## src/rtl/truth_table_sequencer_pkg.sv

```systemverilog
// Shared definitions for the truth-table sequencer.
//   state_t : sweep controller state encoding (2 bits)
//   tt_w()  : truth-table width for a given input count (2**n)
//   CNT_W   : width of the settle counter, large enough for DWELL up to 255
package truth_table_sequencer_pkg;

  typedef enum logic [1:0] {
    IDLE   = 2'd0,
    SETTLE = 2'd1,
    SAMPLE = 2'd2,
    DONE   = 2'd3
  } state_t;

  localparam int CNT_W = 8;

  function automatic int tt_w(input int n);
    return 1 << n;
  endfunction

endpackage

```

## src/rtl/truth_table_sequencer_settle_timer.sv

```systemverilog
// Settle-interval counter.
//   clk, rst : clock, asynchronous active-high reset
//   clr      : synchronous clear to 0 (wins over en)
//   en       : count enable
//   cnt      : current count
//   term     : high while cnt == DWELL-1
module settle_timer
  import truth_table_sequencer_pkg::*;
#(
  parameter int DWELL = 4
) (
  input  logic             clk,
  input  logic             rst,
  input  logic             clr,
  input  logic             en,
  output logic [CNT_W-1:0] cnt,
  output logic             term
);

  assign term = (cnt == CNT_W'(DWELL - 1));

  // Counter parks on the terminal value; the controller clears it per vector.
  always_ff @(posedge clk or posedge rst) begin
    if (rst)             cnt <= '0;
    else if (clr)        cnt <= '0;
    else if (en && !term) cnt <= cnt + 1'b1;
  end

endmodule

```

## src/rtl/truth_table_sequencer.sv

```systemverilog
// Self-test sweep controller for a small combinational datapath.
// Steps x_out through 0..2**N_IN-1, holds each vector DWELL+1 cycles,
// samples f_in at the end of each vector, then compares with exp_tt.
//   clk, rst  : clock, asynchronous active-high reset
//   start     : sweep request, accepted only in IDLE
//   f_in      : datapath output under test
//   exp_tt    : expected table, looked at in the DONE cycle only
//   x_out     : vector driven to the datapath (MSB is x1)
//   busy/done : handshake; done is a one-cycle pulse
//   tt_out    : captured table
//   pass, err_cnt, err_idx : compare result, valid from done until next start
module truth_table_sequencer
  import truth_table_sequencer_pkg::*;
#(
  parameter int N_IN  = 3,
  parameter int DWELL = 4
) (
  input  logic                     clk,
  input  logic                     rst,
  input  logic                     start,
  input  logic                     f_in,
  input  logic [tt_w(N_IN)-1:0]    exp_tt,
  output logic [N_IN-1:0]          x_out,
  output logic                     busy,
  output logic                     done,
  output logic [tt_w(N_IN)-1:0]    tt_out,
  output logic                     pass,
  output logic [N_IN:0]            err_cnt,
  output logic [N_IN-1:0]          err_idx
);

  localparam int              TW       = tt_w(N_IN);
  localparam logic [N_IN-1:0] IDX_LAST = '1;

  state_t            state, state_nxt;
  logic [N_IN-1:0]   idx;
  logic [TW-1:0]     tt_q;
  logic              pass_q;
  logic [N_IN:0]     err_cnt_q;
  logic [N_IN-1:0]   err_idx_q;

  logic              go;
  logic              tmr_clr, tmr_en, tmr_term;
  logic [CNT_W-1:0]  tmr_cnt;

  logic [TW-1:0]     mis;
  logic              cmp_pass;
  logic [N_IN:0]     cmp_cnt;
  logic [N_IN-1:0]   cmp_idx;

  assign go = (state == IDLE) && start;

  settle_timer #(.DWELL(DWELL)) u_timer (
    .clk  (clk),
    .rst  (rst),
    .clr  (tmr_clr),
    .en   (tmr_en),
    .cnt  (tmr_cnt),
    .term (tmr_term)
  );

  always_comb begin
    state_nxt = state;
    tmr_clr   = 1'b0;
    tmr_en    = 1'b0;
    case (state)
      IDLE: begin
        if (start) begin
          state_nxt = SETTLE;
          tmr_clr   = 1'b1;
        end
      end
      SETTLE: begin
        tmr_en = 1'b1;
        if (tmr_term) state_nxt = SAMPLE;
      end
      SAMPLE: begin
        tmr_clr   = 1'b1;
        state_nxt = (idx == IDX_LAST) ? DONE : SETTLE;
      end
      DONE:    state_nxt = IDLE;
      default: state_nxt = IDLE;
    endcase
  end

  // Compare: mismatch vector, popcount, lowest set bit (scan high-to-low so
  // the last assignment is the lowest index).
  always_comb begin
    mis     = tt_q ^ exp_tt;
    cmp_pass = (mis == '0);
    cmp_cnt = '0;
    cmp_idx = '0;
    for (int i = TW - 1; i >= 0; i--) begin
      cmp_cnt = cmp_cnt + (N_IN+1)'(mis[i]);
      if (mis[i]) cmp_idx = N_IN'(i);
    end
  end

  always_ff @(posedge clk or posedge rst) begin
    if (rst) begin
      state     <= IDLE;
      idx       <= '0;
      tt_q      <= '0;
      pass_q    <= 1'b0;
      err_cnt_q <= '0;
      err_idx_q <= '0;
    end else begin
      state <= state_nxt;
      if (go) begin
        idx       <= '0;
        tt_q      <= '0;
        pass_q    <= 1'b0;
        err_cnt_q <= '0;
        err_idx_q <= '0;
      end else if (state == SAMPLE) begin
        tt_q[idx] <= f_in;
        if (idx != IDX_LAST) idx <= idx + 1'b1;
      end else if (state == DONE) begin
        pass_q    <= cmp_pass;
        err_cnt_q <= cmp_cnt;
        err_idx_q <= cmp_idx;
      end
    end
  end

  // In the DONE cycle the result is shown straight from the compare so it is
  // valid alongside done; it is latched on leaving DONE and held until start.
  assign x_out   = idx;
  assign tt_out  = tt_q;
  assign busy    = (state == SETTLE) || (state == SAMPLE);
  assign done    = (state == DONE);
  assign pass    = (state == DONE) ? cmp_pass : pass_q;
  assign err_cnt = (state == DONE) ? cmp_cnt  : err_cnt_q;
  assign err_idx = (state == DONE) ? cmp_idx  : err_idx_q;

endmodule

```

## config.mk

```make
export PLATFORM = sky130hd
export DESIGN_NAME = truth_table_sequencer
export DESIGN_NICKNAME = d
export VERILOG_FILES = /design/src/rtl/truth_table_sequencer_pkg.sv /design/src/rtl/truth_table_sequencer_settle_timer.sv /design/src/rtl/truth_table_sequencer.sv
export SDC_FILE = /design/constraint.sdc
export NUM_CORES = 1
export LEC_CHECK = 0
export ABC_CLOCK_PERIOD_IN_PS = 6050
export CAP_MARGIN = 20
export CORE_UTILIZATION = 52
export DETAILED_ROUTE_END_ITERATION = 7
export GPL_TIMING_DRIVEN = 0
export PLACE_DENSITY = 0.88
export SYNTH_ARGS = -nofsm -noshare
export SYNTH_HDL_FRONTEND = slang
export SYNTH_SLANG_ARGS = --single-unit
```

## constraint.sdc

```tcl
create_clock -name clk -period 6.05 [get_ports clk]
set_input_delay 1.21 -clock clk [delete_from_list [all_inputs] [get_ports clk]]
set_output_delay 1.21 -clock clk [all_outputs]
set_load 0.01 [all_outputs]
```

; Word level (Yosys, flattened, before mapping)
; Index checks and enable logic that the tools add are counted.
[totals]
regBits = 29
[op_classes]
n_bitwise = 1
addsub = 9
eq_ne = 9
n_lt_le_gt_ge = 2
mux = 34
reduce_logical = 12
[ops]
columns = op, count
row1 = 2-to-1 mux 3 bit, 14
row2 = 2-to-1 mux 8 bit, 4
row3 = adder 4 x 1 -> 4 bit, 4
row4 = 2-to-1 mux 4 bit, 3
row5 = adder 8 x 1 -> 8 bit (second input constant), 1
row6 = bitwise mux 8 bit, 1
row7 = == test 8 x 2 -> 1 bit (second input constant), 1
row8 = zero test 8 bit, 1
row9 = case mux 2 bit (4 select lines), 1
row10 = XOR 8 bit, 1
row11 = 2-to-1 mux 1 bit, 6
row12 = 2-to-1 mux 2 bit, 3
row13 = nonzero test 2 bit, 3
row14 = adder 3 x 1 -> 4 bit, 1
row15 = == test 2 bit (second input constant), 2
row16 = < comparator 3 x 4 -> 1 bit (second input constant), 1
row17 = inequality test 2 bit (second input constant), 2
row18 = AND reduction 2 bit, 2
row19 = adder 2 x 1 -> 3 bit, 1
row20 = adder 3 x 1 -> 3 bit (second input constant), 1
row21 = demux 1 bit (select 3 bit), 1
row22 = == test 3 bit (second input constant), 1
row23 = greater-or-equal comparator 3 x 1 -> 1 bit (second input constant), 1
row24 = logical AND 1 bit, 3
row25 = other kinds (8), 8

; Logic depth before layout (Yosys ltp)
; Gate-level depths: netlist of run 1.
[depth]
depth_word = 12
ltp_mapped = 11

; Modules after synthesis
; From an unflattened synthesis of run 1, not the netlist that was laid out.
[unflattened]
hier_cells = 190
hier_area_um2 = 1894.3
[by_module_without_submodules]
columns = mod, instances, area_each_um2, cells_each
row1 = truth_table_sequencer, 1, 1456.4, 146
row2 = settle_timer, 1, 437.9, 44

; Worst setup path before layout of run 1
; Ideal clock, no wire load.
[synth_path]
kind = input-to-output
start = input port exp_tt[1]
end = output port err_cnt[1]
required_ns = 4.840
arrival_ns = 4.074
slack_ns = 0.766
path_stages = 9
path_cell_list = xnor2_1 > fa_1 > fa_1 > fa_1 > inv_1 > ha_1 > inv_1 > fa_1 > o21ai_0
[synth_via]
elab_chain_cells = 4
[synth_lines]
columns = item, line
row1 = "start, declared", truth_table_sequencer.sv:22  ; input logic [tt_w(N_IN)-1:0] exp_tt,
row2 = XOR 8 bit, truth_table_sequencer.sv:89  ; mis = tt_q ^ exp_tt;
row3 = adder 4 x 1 -> 4 bit (2 in a row), truth_table_sequencer.sv:94  ; cmp_cnt = cmp_cnt + (N_IN+1)'(mis[i]);
row4 = 2-to-1 mux 4 bit, n/a
row5 = "end, declared", truth_table_sequencer.sv:28  ; output logic [N_IN:0] err_cnt,
; Every way passes these cells.

; Final worst setup path of run 1
[layout_path]
start = input port exp_tt[1]
end = output port err_cnt[2]
; Same word-level chain as after synthesis.

==> results.cfg, run 1 <==
[outcome]
status = finished clean

[die]
die_area_sq_um = 3820
std_cell_rows = 21
die_h_microns = 61.8
initial_core_util = 0.549
core-area_sq_um = 3390
io_pins = 33
die_width_microns = 61.8

[pwr]
max-vdd-ir-drop_mv = 0.250
static-leakage-power_nw = 1.13
clkPwrFrac = 0.127
p_sw_uw = 447
p_per_area_nw_per_um2 = 443
p_seq_frac = 0.273
internal_power_uw = 616
switching_share = 0.420
combPwrFrac = 0.599
power_mw = 1.06

[clocking]
htree_num_levels = 2
path_clk_slew_ns = 0.10
cts_num_sinks = 29
ctsHoldBuffers = 0
cts_tree = done
root_buffer = clkbuf_4
cts_buffer_depth = 2
clkLatencyLatePin_ns = 0.32
cts_buffers = 5

[logic_synthesis]
avgSynthCellArea_sq_um = 10.1
syn_nets = 213
synth_area_leaders = dfrtp_1, ha_1, mux2i_1
ys.flop_type = dfrtp_1
synth-seq-cells = 29
syn-cell-area_sq_um = 1860
synthArstFlopShare = 1.00
synth_top_area_cell = dfrtp_1
yosysSeqAreaShare = 0.390
syn_inst = 184
synth.top_cell.area_share = 0.390
synth_warnings = 0
synth_edf_count = 0
synth_cell_types = 42
yosysMostFrequentCell = dfrtp_1
synth_common_cells = dfrtp_1, nor2_1, ha_1, inv_1, nand2_1

[setup_path]
cp-start-kind = input port
arrival_ns = 4.72
crit_path_end_kind = primary output
crit_path_max_fanout = 2
criticalPathCategory = input port to primary output
worst-endpoint-required_ns = 4.84

[grt]
grt_pass1_wl_mm = 6.53
met1_usage = 0.301
grtUsageTotal = 0.237
grt_overflow_total = 0
first_global_vias = 1480
antenna_found_initial = 0
grt_max_degree = 23
grt_busiest_layer = met2
grtUsageMet3 = 0.0559
grt_util_met2 = 0.382

[cells_and_area]
fill_cells = 243
finalNetCount = 258
area_growth_pct = 28.9
finalInstanceArea_sq_um = 2400
drive_above_1_share = 0.130
diodes = 0

[sta]
slew_viol_final = 0
clock.fmax_ghz = 0.169
final_hold_viol_count = 0
final.min_clock_period_ns = 5.93
grt_setup_unrepaired = no
fin_crit_sh = 0.980
setup_viol = 0
maxSlewHeadroom = 0.663
skew_ns = 0.00834
worst_pin_slew_ns = 0.504

[routing]
drt-initial-drc-count = 110
viasPerCell = 5.63
drc = 0
vias = 1554
routed_wl_mm = 4.11
ant_nets = 0
dr.pass1.iters = 4
wl_per_cell_microns = 14.9

[placed_design]
placed_area_sq_um = 2260
portBuffers = 31
dp_hpwl_mm = 2.89
gp_congestion = 0.809

[min_path]
hp-class = register to register

[flow_run]
maxCapViolCount = 0
==> through the flow <==
| step | std cells | util | TNS [ns] | setup WS [ns] | hold slack [ns] |
|---|---|---|---|---|---|
| floorplan | 184 | - | 0 | 0.766 | 0.445 |
| global placement | 261 | 0.657 | -0.522 | -0.285 | 0.460 |
| detailed placement | 262 | 0.666 | -0.708 | -0.390 | 0.473 |
| CTS | 274 | 0.701 | 0 | 0.119 | 0.496 |
| global route | 276 | 0.708 | 0 | 0.0130 | 0.514 |
| finish | 276 | 0.708 | 0 | 0.118 | 0.491 |
==> power by group through the flow <==
stage               sequential (mW)  combinational, mW  clock (mW)
detailed placement            0.291              0.604           0
global placement              0.288              0.575           0
floorplan                     0.288              0.394           0
CTS                           0.289              0.623       0.139
global route                  0.297              0.712       0.149
finish                        0.291              0.638       0.135
==> repair_timing <==
action	4_1_cts	5_1_grt
endpoints found under the setup margin	2	1
setup buffers	4	2
resized for setup	6	3
pin swaps	4	4
==> area by class of cell <==
cell class	count	area, sq um	area share
plain buffers	9	35.0	0.0146
clock buffers	7	65.1	0.0271
clock inverters	1	5.00	0.00209
inverters	13	48.8	0.0203
multi-input cells	133	1080	0.449
flip-flops and latches	29	726	0.303
well taps	46	57.6	0.0240
repair buffers	38	385	0.161
==> worst max-delay path, cell delays in order <==
cell             delay, ns
clkdlybuf4s50_1       0.44
xnor2_2               0.17
fa_1                  0.57
fa_1                  0.45
fa_1                  0.49
inv_1                 0.08
ha_2                  0.18
inv_1                 0.05
fa_1                  0.37
xnor2_1               0.14
mux2_2                0.28
dlygate4sd2_1         0.29
==> kinds of logic (layout without fill, tap and decap cells) <==
group,after synthesis,count (layout),synth area share
AOI/OAI and AO/OA,28,28,0.124
xor gates and xnor gates,14,14,0.0659
adders and majority gates,17,17,0.130
buffers and inverters,22,68,0.0451
DFF,29,29,0.390
muxes,14,14,0.0767
and+or+nand+nor,60,60,0.168
==> final timing paths <==
kind / depth (start not counted) / slack, ns / end / start
worst max-delay path: 12 / 0.12 / err_cnt[2] / exp_tt[1]
worst min-delay path: 2 / 0.49 / pass_q / pass_q
worst max register to register: 11 / 2.54 / err_cnt_q[2] / tt_out[1]
worst min register to register: 2 / 0.49 / pass_q / pass_q
max in group asynchronous: 3 / 4.43 / err_idx_q[1] / rst
min in group asynchronous: 2 / 1.17 / err_cnt_q[3] / rst
==> layer usage <==
metal | up-vias | share of wire
met2 | 62 | 0.50
met4 | 0 | 0.018
met3 | 10 | 0.056
met5 | - | 0
met1 | 750 | 0.43
li1 | 732 | -
==> flip-flops by register name, indices dropped and copies added (netlist names) <==
register	count
tt_out	8
state	2
err_idx_q	3
err_cnt_q	4
x_out	3
pass_q	1
u_timer.cnt	8
==> cells in the final DEF (no fill, tap or decap), types with 4 or more instances in the layout <==
cell	count
a21oi_1	4
a22o_1	5
buf_4	6
clkbuf_1	8
clkbuf_4	5
clkdlybuf4s50_1	27
dfrtp_1	29
fa_1	4
ha_1	12
inv_1	13
mux2i_1	12
nand2_1	13
nand4_1	5
nor2_1	19
o2bb2ai_1	4
xnor2_1	5
xor2_1	6
No activity file was read; power rests on OpenSTA's default activity.
==> inputs of run 2 (changes only) <==
--- a/config.mk
+++ b/config.mk
@@ -7,10 +7,11 @@
 export LEC_CHECK = 0
 export ABC_CLOCK_PERIOD_IN_PS = 6050
 export CAP_MARGIN = 20
-export CORE_UTILIZATION = 52
+export CORE_UTILIZATION = 54
+export CTS_BUF_LIST = sky130_fd_sc_hd__clkbuf_4
 export DETAILED_ROUTE_END_ITERATION = 7
 export GPL_TIMING_DRIVEN = 0
-export PLACE_DENSITY = 0.88
+export PLACE_DENSITY = 0.91
 export SYNTH_ARGS = -nofsm -noshare
 export SYNTH_HDL_FRONTEND = slang
 export SYNTH_SLANG_ARGS = --single-unit
==> run 2 against run 1 <==
Effect of this change:
- clock-buffer cell count decreased by 1
- wire length down 6.7%
- largest cell class unchanged
- global-route usage up 0.67 points
- clock skew is 0.00071 ns lower
- clock power up 21%
- highest routed layer unchanged
- register-to-register slack improved by 0.02 ns
==> results.cfg, run 2 (same netlist as run 1, synthesis figures left out) <==
[pwr]
static-leakage-power_nw = 1.11
max-vdd-ir-drop_mv = 0.292
p_per_area_nw_per_um2 = 445

[grt]
antenna_found_initial = 0
first_global_vias = 1381
grt_pass1_wl_mm = 6.34
grtUsageTotal = 0.244
grt_max_degree = 21
grt_overflow_total = 0

[setup_path]
worst-endpoint-required_ns = 4.84
cp_slowest_cell = fa_1
arrival_ns = 4.66
rr_worst_depth = 11
reg2reg_from = tt_out[1]
cp_cell_sequence = clkdlybuf4s50_1, xnor2_2, fa_1, fa_1, fa_1, inv_1, ha_1, inv_1, fa_1, xnor2_1, mux2_2, dlygate4sd2_1
cpPeakStageDelay_ns = 0.52
cp-start-kind = input port
criticalPathCategory = input port to primary output
critPathTopFamily = adder cells
critPathBufInv = 4
path_depth = 12
reg2reg_slack_ns = 2.56
crit_path_max_fanout = 2
crit_path_end_kind = primary output
cpMostUsedCell = fa_1
reg2reg_to = err_cnt_q[2]

[sta]
clock.fmax_ghz = 0.170
final_hold_viol_count = 0
slew_viol_final = 0
fin_crit_sh = 0.970
setup_ws_ns = 0.182
maxSlewHeadroom = 0.642
fin_tns_setup_ns = 0
setup_viol = 0
worst_pin_slew_ns = 0.535
final.min_clock_period_ns = 5.87
grt_setup_unrepaired = no
skew_ns = 0.00763

[clocking]
cts_num_sinks = 29
cts_buffer_depth = 2
clkLatencyLatePin_ns = 0.35
cts_buffers = 5
root_buffer = clkbuf_4
path_clk_slew_ns = 0.09
ctsHoldBuffers = 0
cts_tree = done
htree_num_levels = 2

[routing]
ant_nets = 0
routed_wl_mm = 3.83
drc = 0
dr.pass1.iters = 4
vias = 1486
drt-initial-drc-count = 55
wl_per_cell_microns = 14.1
viasPerCell = 5.48

[cells_and_area]
finalNetCount = 255
fin_util = 0.754
diodes = 0
area_growth_pct = 27.8
drive_above_1_share = 0.110
finalInstanceArea_sq_um = 2380
final_cell_mix = dfrtp_1, clkdlybuf4s50_1, nor2_1

[placed_design]
placed_area_sq_um = 2250
place_ws_ns = -0.309
gp_congestion = 0.761
dp_hpwl_mm = 2.87
portBuffers = 31

[min_path]
min_from = err_idx_q[0]
hp-class = register to register
hold_depth = 2
hold-path-endpoint = err_idx_q[0]

[die]
std_cell_rows = 20
die_h_microns = 60.7
die_width_microns = 60.7
initial_core_util = 0.590
die_area_sq_um = 3680
core-area_sq_um = 3150
io_pins = 33

[flow_run]
maxCapViolCount = 0

[outcome]
status = finished clean
## run 2: cell count changes in the layout (fill, tap and decap cells not counted), sizes merged
cell / change
clkdlybuf4s50: +2
clkbuf: -1
buf: -3
bufinv: +1
dlygate4sd2: -1
dlymetal6s2s: -1
## run 2: per-stage QoR
step	total power [mW]	hold slack, ns	instances
4_1_cts	1.06	0.493	271
3_3_place_gp	0.860	0.460	259
2_1_floorplan	0.682	0.445	184
3_5_place_dp	0.883	0.472	260
5_1_grt	1.15	0.527	271
6_report	1.06	0.491	271
## run 2: cell type report
type / instances / area [sq um]
repair buffers: 35 / 362
well taps: 44 / 55.1
clock inverters: 2 / 33.8
multi-input cells: 133 / 1070
inverters: 13 / 48.8
clock buffers: 6 / 45.0
plain buffers: 9 / 35.0
fillers: 227 / 774
flip-flops and latches: 29 / 726
## run 2: tightest hold or removal path, cell delays in order, from the launching register on
cell     delay [ns]
dfrtp_1        0.36
nand2_1        0.05
o41ai_1        0.05
## run 2: per-layer routing
layer	vias to the layer above	routed length [microns]	track usage
met1	715	1770	0.324
met3	7	184	0.0533
met5	-	0	0
met2	39	1810	0.386
li1	725	-	-
met4	0	66	0.107
## run 2: worst max-delay path by stage
stage               startpoint    endpoint  slack, ns
detailed placement   exp_tt[0]  err_cnt[1]      -0.31
global placement     exp_tt[1]  err_cnt[1]      -0.25
floorplan            exp_tt[1]  err_cnt[1]       0.77
CTS                  exp_tt[0]  err_cnt[1]      0.002
global route         exp_tt[0]  err_cnt[2]      0.002
finish               exp_tt[0]  err_cnt[2]       0.18
## run 2: power by group
group	switching (mW)	internal (mW)	total, mW
combinational	0.312	0.295	0.607
sequential	0.0483	0.241	0.289
clock	0.0722	0.0904	0.163
total	0.432	0.626	1.06
## run 2: repair_timing
action,in CTS,in global routing
pin swaps,4,0
gates cloned,0,0
setup buffers,3,0
setup endpoints to repair,2,1
gates resized for setup,5,1
==> inputs of run 3 (changes only) <==
--- a/config.mk
+++ b/config.mk
@@ -5,13 +5,15 @@
 export SDC_FILE = /design/constraint.sdc
 export NUM_CORES = 1
 export LEC_CHECK = 0
+export ABC_AREA = 0
 export ABC_CLOCK_PERIOD_IN_PS = 6050
 export CAP_MARGIN = 20
 export CORE_UTILIZATION = 54
 export CTS_BUF_LIST = sky130_fd_sc_hd__clkbuf_4
+export CTS_CLUSTER_SIZE = 8
 export DETAILED_ROUTE_END_ITERATION = 7
 export GPL_TIMING_DRIVEN = 0
-export PLACE_DENSITY = 0.91
+export PLACE_DENSITY_LB_ADDON = 0.05
 export SYNTH_ARGS = -nofsm -noshare
 export SYNTH_HDL_FRONTEND = slang
 export SYNTH_SLANG_ARGS = --single-unit
==> run 3 against run 2 <==
Effect of this change:
- sequential cell count unchanged
- clock power grew 25%
- clock-buffer cell count decreased by 1
- worst setup slack worse by 0.033 ns
- first-iteration DRC count is 85% higher
- global-route usage up 1.4 points
- sequential power about the same
- core utilization grew 1.1 points
- non-clock buffer count up 1
- clock skew increased by 0.0063 ns
- sequential share of layout area is 0.43 points lower
- register-to-register slack lost 0.05 ns
- highest routed layer unchanged
==> results.cfg, run 3 (same netlist as run 1, synthesis figures left out) <==
[routing]
drc = 0
ant_nets = 0
viasPerCell = 5.45
vias = 1482
wl_per_cell_microns = 14.7
dr.pass1.iters = 4
drt-initial-drc-count = 102
routed_wl_mm = 4.01

[clocking]
cts_buffer_depth = 2
path_clk_slew_ns = 0.11
htree_num_levels = 2
ctsHoldBuffers = 0
cts_num_sinks = 29
root_buffer = clkbuf_4
cts_buffers = 5
clkLatencyLatePin_ns = 0.34
cts_tree = done

[setup_path]
reg2reg_from = tt_out[3]
worst-endpoint-required_ns = 4.84
cp-start-kind = input port
arrival_ns = 4.69
crit_path_end_kind = primary output
crit_path_max_fanout = 2
crit_path_start = exp_tt[1]
criticalPathCategory = input port to primary output

[cells_and_area]
fill_cells = 243
finalNetCount = 256
drive_above_1_share = 0.123
final_cell_mix = dfrtp_1, clkdlybuf4s50_1, nor2_1
finalInstanceArea_sq_um = 2410
stdcell_count = 272
diodes = 0
area_growth_pct = 29.7
final_common_cell = dfrtp_1

[sta]
skew_ns = 0.0139
fin_crit_sh = 0.975
final.min_clock_period_ns = 5.90
final_hold_viol_count = 0
slew_viol_final = 0
setup_viol = 0
grt_setup_unrepaired = no
clock.fmax_ghz = 0.169
worst_pin_slew_ns = 0.552
holdWs_ns = 0.493
maxSlewHeadroom = 0.631

[die]
die_h_microns = 60.7
core-area_sq_um = 3150
io_pins = 33
die_width_microns = 60.7
initial_core_util = 0.590
die_area_sq_um = 3680
std_cell_rows = 20

[grt]
grt_max_degree = 30
first_global_vias = 1490
antenna_found_initial = 0
met1_usage = 0.317
grtUsageMet3 = 0.0576
grt_overflow_total = 0
grt_busiest_layer = met2
grt_util_met2 = 0.440
grt_pass1_wl_mm = 6.82
grtUsageTotal = 0.257

[placed_design]
gp_congestion = 0.831
placed_area_sq_um = 2230
dp_hpwl_mm = 2.92
dp_cells = 259
portBuffers = 31

[min_path]
min_from = err_idx_q[1]
hp-class = register to register

[outcome]
status = finished clean

[pwr]
static-leakage-power_nw = 1.12
max-vdd-ir-drop_mv = 0.258
p_per_area_nw_per_um2 = 463

[flow_run]
maxCapViolCount = 0
==> run 3: metal layers <==
| metal | vias to the layer above | share of wire | wire length [microns] |
|---|---|---|---|
| met3 | 6 | 0.037 | 148 |
| li1 | 723 | - | - |
| met2 | 33 | 0.52 | 2080 |
| met5 | - | 0 | 0 |
| met4 | 0 | 0.013 | 53 |
| met1 | 720 | 0.43 | 1730 |
==> run 3: final cells by class <==
class | count | area [sq um] | share of cell area
Tap cell | 44 | 55.1 | 0.0228
Multi-Input combinational cell | 133 | 1080 | 0.446
Inverter | 13 | 48.8 | 0.0202
Clock inverter | 3 | 65.1 | 0.0270
Buffer | 9 | 35.0 | 0.0145
Clock buffer | 5 | 37.5 | 0.0156
Timing Repair Buffer | 36 | 369 | 0.153
Sequential cell | 29 | 726 | 0.301
==> run 3: per-stage QoR <==
step | TNS, ns | power (mW) | utilization | worst slack, ns
5_1_grt | 0 | 1.22 | 0.765 | 0.00274
4_1_cts | 0 | 1.11 | 0.752 | 0.110
6_report | 0 | 1.12 | 0.765 | 0.149
2_1_floorplan | 0 | 0.682 | - | 0.766
3_5_place_dp | -0.667 | 0.890 | 0.706 | -0.368
3_3_place_gp | -0.443 | 0.861 | 0.706 | -0.235
==> run 3: timing repair <==
action | 4_1_cts | 5_1_grt
setup endpoints to repair | 2 | 1
gates resized for setup | 6 | 3
pin swaps | 5 | 3
buffers inserted | 3 | 1
==> run 3: critical path, cell delays in order <==
cell             delay [ns]
clkdlybuf4s50_1        0.44
xnor2_2                0.22
fa_1                   0.48
fa_1                   0.53
fa_1                   0.49
inv_1                  0.07
ha_2                   0.17
inv_1                  0.05
fa_1                   0.37
xnor2_1                0.15
mux2_2                 0.28
clkdlybuf4s15_1        0.23
==> run 3: path summary, 6_finish.rpt <==
path / to / slack [ns] / cells after the start
max: err_cnt[2] / 0.15 / 12
min: err_idx_q[1] / 0.49 / 2
max reg2reg: err_cnt_q[2] / 2.51 / 11
min reg2reg: err_idx_q[1] / 0.49 / 2
max in group asynchronous: u_timer.cnt[0] / 4.36 / 3
min in group asynchronous: u_timer.cnt[7] / 1.21 / 2
==> run 3: power breakdown <==
part | switching, mW | leakage (nW) | internal, mW
logic | 0.323 | 0.672 | 0.303
clock network | 0.0746 | 0.0552 | 0.128
registers | 0.0483 | 0.394 | 0.240
